## src/rtl/result_reader.sv

```systemverilog
// rtl/result_reader.sv - Streams the block sums and grand total out of the shared result memory.
// Optional feature macro RESULT_CHECK_EN: flags a total that differs from the sum of block words.
module result_reader #(
    parameter int NUM_BLOCKS   = 5,
    parameter int BLOCK_STRIDE = 5,
    parameter int SUM_OFFSET   = 4,
    parameter int TOTAL_ADDR   = 31
) (
    input  logic        clk,
    input  logic        reset,
    input  logic        ready,
    input  logic [15:0] data_out,
    output logic [4:0]  address,
    output logic        read_en,
    output logic [15:0] res_data,
    output logic [2:0]  res_index,
    output logic        res_valid,
    input  logic        res_accept,
    output logic        busy,
    output logic        done,
    output logic        overrun,
    output logic        check_err
);

    typedef enum logic [1:0] {S_IDLE, S_ISSUE_RD, S_PRESENT, S_DONE} state_t;

    state_t      state_q, state_d;
    logic [2:0]  idx_q, idx_d;
    logic [4:0]  address_q, address_d;
    logic        read_en_q, read_en_d;
    logic [15:0] res_data_q, res_data_d;
    logic [2:0]  res_index_q, res_index_d;
    logic        res_valid_q, res_valid_d;
    logic        busy_q, busy_d;
    logic        done_q, done_d;
    logic        overrun_q, overrun_d;
    logic        ready_d_q;
    logic        trigger;
    logic [2:0]  idx_inc;
    logic [4:0]  next_addr;
`ifdef RESULT_CHECK_EN
    logic [15:0] sum_q, sum_d;
    logic        check_err_q, check_err_d;
`endif

    // Only the rising edge of ready starts a pass, so the 2-cycle flag counts once.
    assign trigger   = ready && !ready_d_q;
    assign idx_inc   = idx_q + 3'd1;
    assign next_addr = (idx_inc == 3'(NUM_BLOCKS)) ? 5'(TOTAL_ADDR)
                     : 5'(SUM_OFFSET + 32'(idx_inc) * BLOCK_STRIDE);

    always_comb begin
        state_d     = state_q;
        idx_d       = idx_q;
        address_d   = address_q;
        read_en_d   = 1'b0;
        res_data_d  = res_data_q;
        res_index_d = res_index_q;
        res_valid_d = res_valid_q;
        busy_d      = busy_q;
        done_d      = 1'b0;
        overrun_d   = overrun_q | (trigger && (state_q != S_IDLE));
`ifdef RESULT_CHECK_EN
        sum_d       = sum_q;
        check_err_d = check_err_q;
`endif
        case (state_q)
            S_IDLE: begin
                if (trigger) begin
                    state_d   = S_ISSUE_RD;
                    idx_d     = 3'd0;
                    busy_d    = 1'b1;
                    address_d = 5'(SUM_OFFSET);
                    read_en_d = 1'b1;
`ifdef RESULT_CHECK_EN
                    sum_d       = 16'd0;
                    check_err_d = 1'b0;
`endif
                end
            end
            S_ISSUE_RD: begin
                res_data_d  = data_out;
                res_index_d = idx_q;
                res_valid_d = 1'b1;
                state_d     = S_PRESENT;
`ifdef RESULT_CHECK_EN
                if (idx_q < 3'(NUM_BLOCKS)) begin
                    sum_d = sum_q + data_out;
                end else begin
                    check_err_d = (data_out != sum_q);
                end
`endif
            end
            S_PRESENT: begin
                if (res_valid_q && res_accept) begin
                    res_valid_d = 1'b0;
                    if (idx_q < 3'(NUM_BLOCKS)) begin
                        idx_d     = idx_inc;
                        address_d = next_addr;
                        read_en_d = 1'b1;
                        state_d   = S_ISSUE_RD;
                    end else begin
                        done_d  = 1'b1;
                        state_d = S_DONE;
                    end
                end
            end
            S_DONE: begin
                busy_d  = 1'b0;
                state_d = S_IDLE;
            end
            default: state_d = S_IDLE;
        endcase
    end

    always_ff @(posedge clk) begin
        if (!reset) begin
            state_q     <= S_IDLE;
            idx_q       <= 3'd0;
            address_q   <= 5'd0;
            read_en_q   <= 1'b0;
            res_data_q  <= 16'd0;
            res_index_q <= 3'd0;
            res_valid_q <= 1'b0;
            busy_q      <= 1'b0;
            done_q      <= 1'b0;
            overrun_q   <= 1'b0;
            ready_d_q   <= 1'b0;
`ifdef RESULT_CHECK_EN
            sum_q       <= 16'd0;
            check_err_q <= 1'b0;
`endif
        end else begin
            state_q     <= state_d;
            idx_q       <= idx_d;
            address_q   <= address_d;
            read_en_q   <= read_en_d;
            res_data_q  <= res_data_d;
            res_index_q <= res_index_d;
            res_valid_q <= res_valid_d;
            busy_q      <= busy_d;
            done_q      <= done_d;
            overrun_q   <= overrun_d;
            ready_d_q   <= ready;
`ifdef RESULT_CHECK_EN
            sum_q       <= sum_d;
            check_err_q <= check_err_d;
`endif
        end
    end

    assign address   = address_q;
    assign read_en   = read_en_q;
    assign res_data  = res_data_q;
    assign res_index = res_index_q;
    assign res_valid = res_valid_q;
    assign busy      = busy_q;
    assign done      = done_q;
    assign overrun   = overrun_q;
`ifdef RESULT_CHECK_EN
    assign check_err = check_err_q;
`else
    assign check_err = 1'b0;
`endif

endmodule

```

## config.mk

```make
export PLATFORM = sky130hd
export DESIGN_NAME = result_reader
export DESIGN_NICKNAME = d
export VERILOG_FILES = /design/src/rtl/result_reader.sv
export SDC_FILE = /design/constraint.sdc
export NUM_CORES = 1
export LEC_CHECK = 0
export ABC_AREA = 1
export BUFFER_PORTS_ARGS = -buffer_cell sky130_fd_sc_hd__buf_2
export CORE_MARGIN = 1.5
export CORE_UTILIZATION = 43
export DETAILED_ROUTE_END_ITERATION = 10
export PLACE_DENSITY = 0.71
export SYNTH_ARGS = -nofsm -noshare
export SYNTH_HDL_FRONTEND = slang
export SYNTH_SLANG_ARGS = --single-unit
```

## constraint.sdc

```tcl
create_clock -name clk -period 1.6 [get_ports clk]
set_clock_uncertainty 0.05 [all_clocks]
set_input_delay 0.32 -clock clk [delete_from_list [all_inputs] [get_ports clk]]
set_output_delay 0.32 -clock clk [all_outputs]
set_load 0.02 [all_outputs]
```

Word-level counts from Yosys, hierarchy flattened
Index checks and enable logic that the tools add are counted.
{"block": "totals", "inputBits": 20, "elab_cells": 59, "regBits": 35, "out_inout_bits": 30}
{"block": "op_classes", "addsub": 2, "n_mux": 22, "n_lt_le_gt_ge": 1, "n_reduce_logical": 14, "eq_ne": 7, "multipliers": 1, "n_bitwise": 1}
{"op": "two-way mux 5 bit", "count": 4}
{"op": "one-hot mux 5 bit (2 select lines)", "count": 1}
{"op": "two-way mux 3 bit", "count": 3}
{"op": "one-hot mux 2 bit (4 select lines)", "count": 1}
{"op": "nonzero test 2 bit", "count": 4}
{"op": "two-way mux 1 bit", "count": 6}
{"op": "two-way mux 2 bit", "count": 3}
{"op": "!= test 2 bit (second input constant)", "count": 3}
{"op": "one-hot mux 1 bit (2 select lines)", "count": 3}
{"op": "one-hot mux 3 bit (2 select lines)", "count": 1}
{"op": "AND reduction 2 bit", "count": 3}
{"op": "adder 3 x 5 -> 5 bit (first input constant)", "count": 1}
{"op": "multiplier 3 x 3 -> 5 bit (second input constant)", "count": 1}
{"op": "equality test 2 bit (second input constant)", "count": 2}
{"op": "AND reduction 4 bit", "count": 1}
{"op": "adder 3 x 1 -> 3 bit (second input constant)", "count": 1}
{"op": "equality test 3 bit (second input constant)", "count": 1}
{"op": "logical AND 1 bit", "count": 3}
{"op": "less-than comparator 3 bit (second input constant)", "count": 1}
{"op": "AND reduction 3 bit", "count": 1}
{"op": "equality test 2 x 1 -> 1 bit (second input constant)", "count": 1}
{"op": "logical NOT 2 bit", "count": 1}
{"op": "logical NOT 1 bit", "count": 1}
{"op": "bitwise OR 1 bit", "count": 1}

Depth between registers and ports, before layout
{"block": "depth", "ltp_word": 7, "depth_mapped": 10, "mapped_depth_nobuf": 10}

Worst setup path before layout
No wires, ideal clock.
{"block": "synth_timing", "kind": "flip-flop to flip-flop", "from": "register idx_q[0]", "to": "register address_q[4] (netlist: address[4])", "n_path_buf": 0, "period_less_slack_ns": 1.585, "setup_slack_ns": 0.015, "t_required_ns": 1.480, "stages_incl_launch_ff": 10, "arrival_ns": 1.464, "setup_time_ns": 0.070, "path_cell_list": "dfxtp_1 > ha_1 > xor2_2 > ha_1 > nand3_1 > nand2_1 > nand3_1 > nand2_1 > nand2_1 > a21oi_1"}
{"block": "synth_between", "elab_chain_len": 7, "elab_cells_between_ends": 11, "cone_classes": "add/sub (2); mul (1); order compare (1); eq/ne (2); mux (4); reduce/logical (1)"}
{"element": "start: declaration", "line_no": "28", "source": "logic [2:0] idx_q, idx_d;"}
{"element": "start signal: assignment", "line_no": "135", "source": "idx_q <= idx_d;"}
{"element": "adder 3 x 1 -> 3 bit", "line_no": "48", "source": "assign idx_inc = idx_q + 3'd1;"}
{"element": "multiplier 3 x 3 -> 5 bit", "line_no": "50", "source": ": 5'(SUM_OFFSET + 32'(idx_inc) * BLOCK_STRIDE);"}
{"element": "adder 3 x 5 -> 5 bit", "line_no": "50"}
{"element": "two-way mux 5 bit", "line_no": "49", "source": "assign next_addr = (idx_inc == 3'(NUM_BLOCKS)) ? 5'(TOTAL_ADDR)"}
{"element": "two-way mux 5 bit", "line_no": "97", "source": "if (idx_q < 3'(NUM_BLOCKS)) begin"}
{"element": "two-way mux 5 bit", "line_no": "95", "source": "if (res_valid_q && res_accept) begin"}
{"element": "one-hot mux 5 bit (2 select lines)", "line_no": "67", "source": "case (state_q)"}
{"element": "end signal: assignment", "line_no": "136", "source": "address_q <= address_d;"}
{"element": "end: declaration", "line_no": "29", "source": "logic [4:0] address_q, address_d;"}
Parallel ways exist; a longest one is shown, timed or not. The select of a mux whose other input is x is not followed.
A chain may end at the register's enable or synchronous reset.

Worst setup path in the final report
Ends and elaborated chain as after synthesis.

==> summary.md <==
| Metric | Value |
|---|---|
| Setup Crit Path Kind | `flop to flop` |
| Most common cell after layout, fill and taps aside | `buf_2` |
| Most frequent CP cell | `nand2_1` |
| GRT Total Usage | `a little under a fifth` |
| Worst path slowest cell | `dfxtp_4` |
| Met2 routed WL | `about 1300 um` |
| ANT cells | `0` |
| Routability Congestion | `between 0.7 and 0.8` |
| Comb power frac | `14.7%` |
| Mapped Cells | `182` |
| Num rows | `20` |
| Crit Path Max Fanout | `6` |
| Bufs on Longest Clock Path | `2` |
| P_sw | `approximately 0.48 mW` |
| Final HPWL DP | `around 2000 um` |
| Sequential area share after synthesis | `between 40% and 50%` |
| Warnings, synthesis | `0` |
| RR Endpoint | `address[4]` |
| Mapped Avg Cell Area | `approximately 7.7 um2` |
| HP Class | `input pin to flop` |
| Pin count of the biggest net entering global routing | `24` |
| WL final | `between 2000 and 3000 um` |
| # clock sinks | `34` |
| WL/cell | `10.51 um` |
| 1st-pass router iterations | `4` |
| WHS | `between 0.1 and 0.15 ns` |
| Placement Cell Area | `0.001707 mm2` |
| RSZ-0062 raised after global routing | `false` |
| Post-CTS Setup Bufs | `0` |
| Final setup viols | `0` |
| Layout cells sized above 1 | `32.34%` |
| Filler cells | `slightly above 300` |
| Vias per cell | `roughly 4.8` |
| Hold Path Cell Cnt | `3` |
| Final Hold Fails | `0` |
| CTS tree | `done` |
| Initial antenna violation count | `0` |
| Worst setup EP type | `flop` |
| Fin crit share | `around 93%` |
| Worst R2R Path Depth | `9` |
| Internal power | `about 1.4 mW` |
| Critical Path AT | `about 1.7 ns` |
| P per Cell Area | `1004 mW/mm2` |
| Die W | `between 50 and 60 um` |
| Count of flip-flops with a built-in enable after synthesis | `0` |
| Beginning of the worst register-to-register path | `idx_q[0]` |
| TritonCTS Buffers | `5` |
| Setup crit start | `idx_q[0]` |
| Syn-to-layout area delta | `30.94%` |
| Sequential power share | `50.2%` |
| Total grt overflow | `0` |
| Fin area | `between 0.0015 and 0.002 mm2` |
| Routed Antenna Nets | `0` |
| I/O pin cnt | `50` |
| DR DRC count | `0` |
| Top sig layer | `met4` |
| Total number of vias | `1326` |
| Status | `finished clean` |
| M1 wire length | `approximately 1400 um` |
| Worst stage delay on the critical path | `around 0.40 ns` |
| Dpl cells | `272` |
| Die area | `~0.0036 mm2` |
| Critical-path cell list | `ha_4, xor2_2, ha_2, nand3_1, nand2_1, nand3_1, nand2_1, nand2_1, a21oi_2` |
| P_leak | `0.8778 nW` |
| Sum of negative setup slack | `0 ns` |
| Yosys reg bits | `34` |
| Mapped cell area | `roughly 0.0014 mm2` |
| Starting density of the core | `between 40% and 50%` |
| Global-route wire length before repair | `approximately 5000 um` |
| Most frequent cells in the layout | `buf_2 (48), nor2_1 (42), dfxtp_1 (32), nand2_1 (26), o21ai_0 (21)` |
| Min-Delay Endpoint | `ready_d_q` |
| VDD IR-drop max | `0.0007572 V` |
| Met3 wire len | `between 200 and 250 um` |
| Worst skew pair latency | `0.33 ns` |
| Share of the synthesized area in the top cell type | `between 40 and 50%` |
| Number of H-tree levels | `2` |
| Clock slew at reported path FFs | `about 0.1 ns` |
| MaxCap Viol Count | `0` |
| Total chip power | `approximately 1.8 mW` |
| Worst endpoint required time | `approximately 1.8 ns` |
| Final std cells w/o fill | `279` |
| Post-synth cell types | `25` |
| CP Launch Type | `flop` |
| Synth area leaders | `dfxtp_1 (49%), nor2_1 (11%), o21ai_0 (7.5%)` |
| Core box area | `about 0.0031 mm2` |
| Syn nets | `206` |
| Die Ht | `approximately 60 um` |
| FMAX | `~0.67 GHz` |
| Sw frac | `around a quarter` |
| FFs w/ async S/R, synth | `0%` |
| Drt first-iter violations | `41` |
| Nets | `between 200 and 300` |
| Post-synth top area cell | `dfxtp_1` |
| Reg-to-reg slack, setup | `0.11 ns` |
| Clock power share | `about a third` |
| CTS root buffer | `clkbuf_4` |
| Hold_sp | `ready` |
| Slew Viols, Final | `0` |
| Vias in the first global route | `1181` |
| Final Critical Period | `roughly 1.5 ns` |
| Primary FF master, synth | `dfxtp_1` |
| PortBufs | `48` |
## area by class of cell
cell class	count	area [um2]	share of cell area, %
well taps	44	55.05	3.014
flip-flops and latches	34	688.2	37.67
repair buffers	54	297.8	16.30
clock inverters	1	30.03	1.644
multi-input cells	126	651.9	35.68
inverters	14	52.55	2.877
clock buffers	6	51.30	2.808
## power by group through the flow
stage	Combinational (mW)	Sequential, mW	Clock (mW)
finish	0.270	0.921	0.644
global placement	0.267	0.942	0
global route	0.301	0.928	0.690
detailed placement	0.269	0.942	0
floorplan	0.112	1.00	0
CTS	0.270	0.924	0.656
## sequential cells by signal, summed over array words and instances, names as in the netlist
name,cells
idx_q,3
res_valid,1
state_q,2
read_en,1
overrun,1
busy,1
done,1
ready_d_q,1
res_data,16
address,4
res_index,3
## worst max-delay path, delay by kind of cell, from the launching register on
family          cells  cell delay [ns]
flops               1             0.40
simple gates        5             0.35
compound gates      1             0.10
fa+ha+maj           2             0.37
xor+xnor            1             0.16
## worst max path at each step
stage | to | slack (ns) | cells after the start
2_1_floorplan | address[4] | 0.02 | 9
3_3_place_gp | address[4] | 0.09 | 9
3_5_place_dp | address[4] | 0.01 | 9
4_1_cts | address[4] | 0.003 | 9
5_1_grt | address[4] | 0.01 | 9
6_report | address[4] | 0.11 | 9
## routing by layer
layer	global-route usage, %	vias up
met1	23.83	592
met4	5.714	0
met2	27.02	42
li1	-	686
met5	0	-
met3	7.143	6
## cells by family (layout without fill, tap and decap cells)
family | count (synthesis) | after routing | share of synthesized area, %
other cells | 1 | 1 | 0.2688
buf+inv | 22 | 75 | 6.726
compound gates | 37 | 37 | 13.72
fa+ha+maj | 4 | 4 | 3.588
simple gates | 83 | 83 | 25.74
flops | 34 | 34 | 48.79
xor+xnor | 1 | 1 | 1.166
## Yosys cell counts (2+ instances only)
master	n
nor2_4	2
ha_1	4
buf_4	2
o21ai_0	21
nand3_1	6
nand2_1	26
buf_2	2
inv_2	2
dfxtp_1	34
a21oi_1	14
nor2_1	42
clkbuf_1	2
nor3_1	2
inv_1	12
## timing repair
action                     in CTS  in global routing
hold buffers                    0                  0
pin swaps                       0                  1
setup endpoints to repair       1                  2
gates resized for setup         1                  8
## through the flow
| step | worst slack (ns) | util (%) |
|---|---|---|
| detailed placement | 0.01362 | 55.45 |
| finish | 0.1141 | 59.35 |
| global placement | 0.08824 | 55.45 |
| CTS | 0.002720 | 58.13 |
| global route | 0.01159 | 59.35 |
| floorplan | 0.01546 | - |
(Power assumes the default switching activity.)
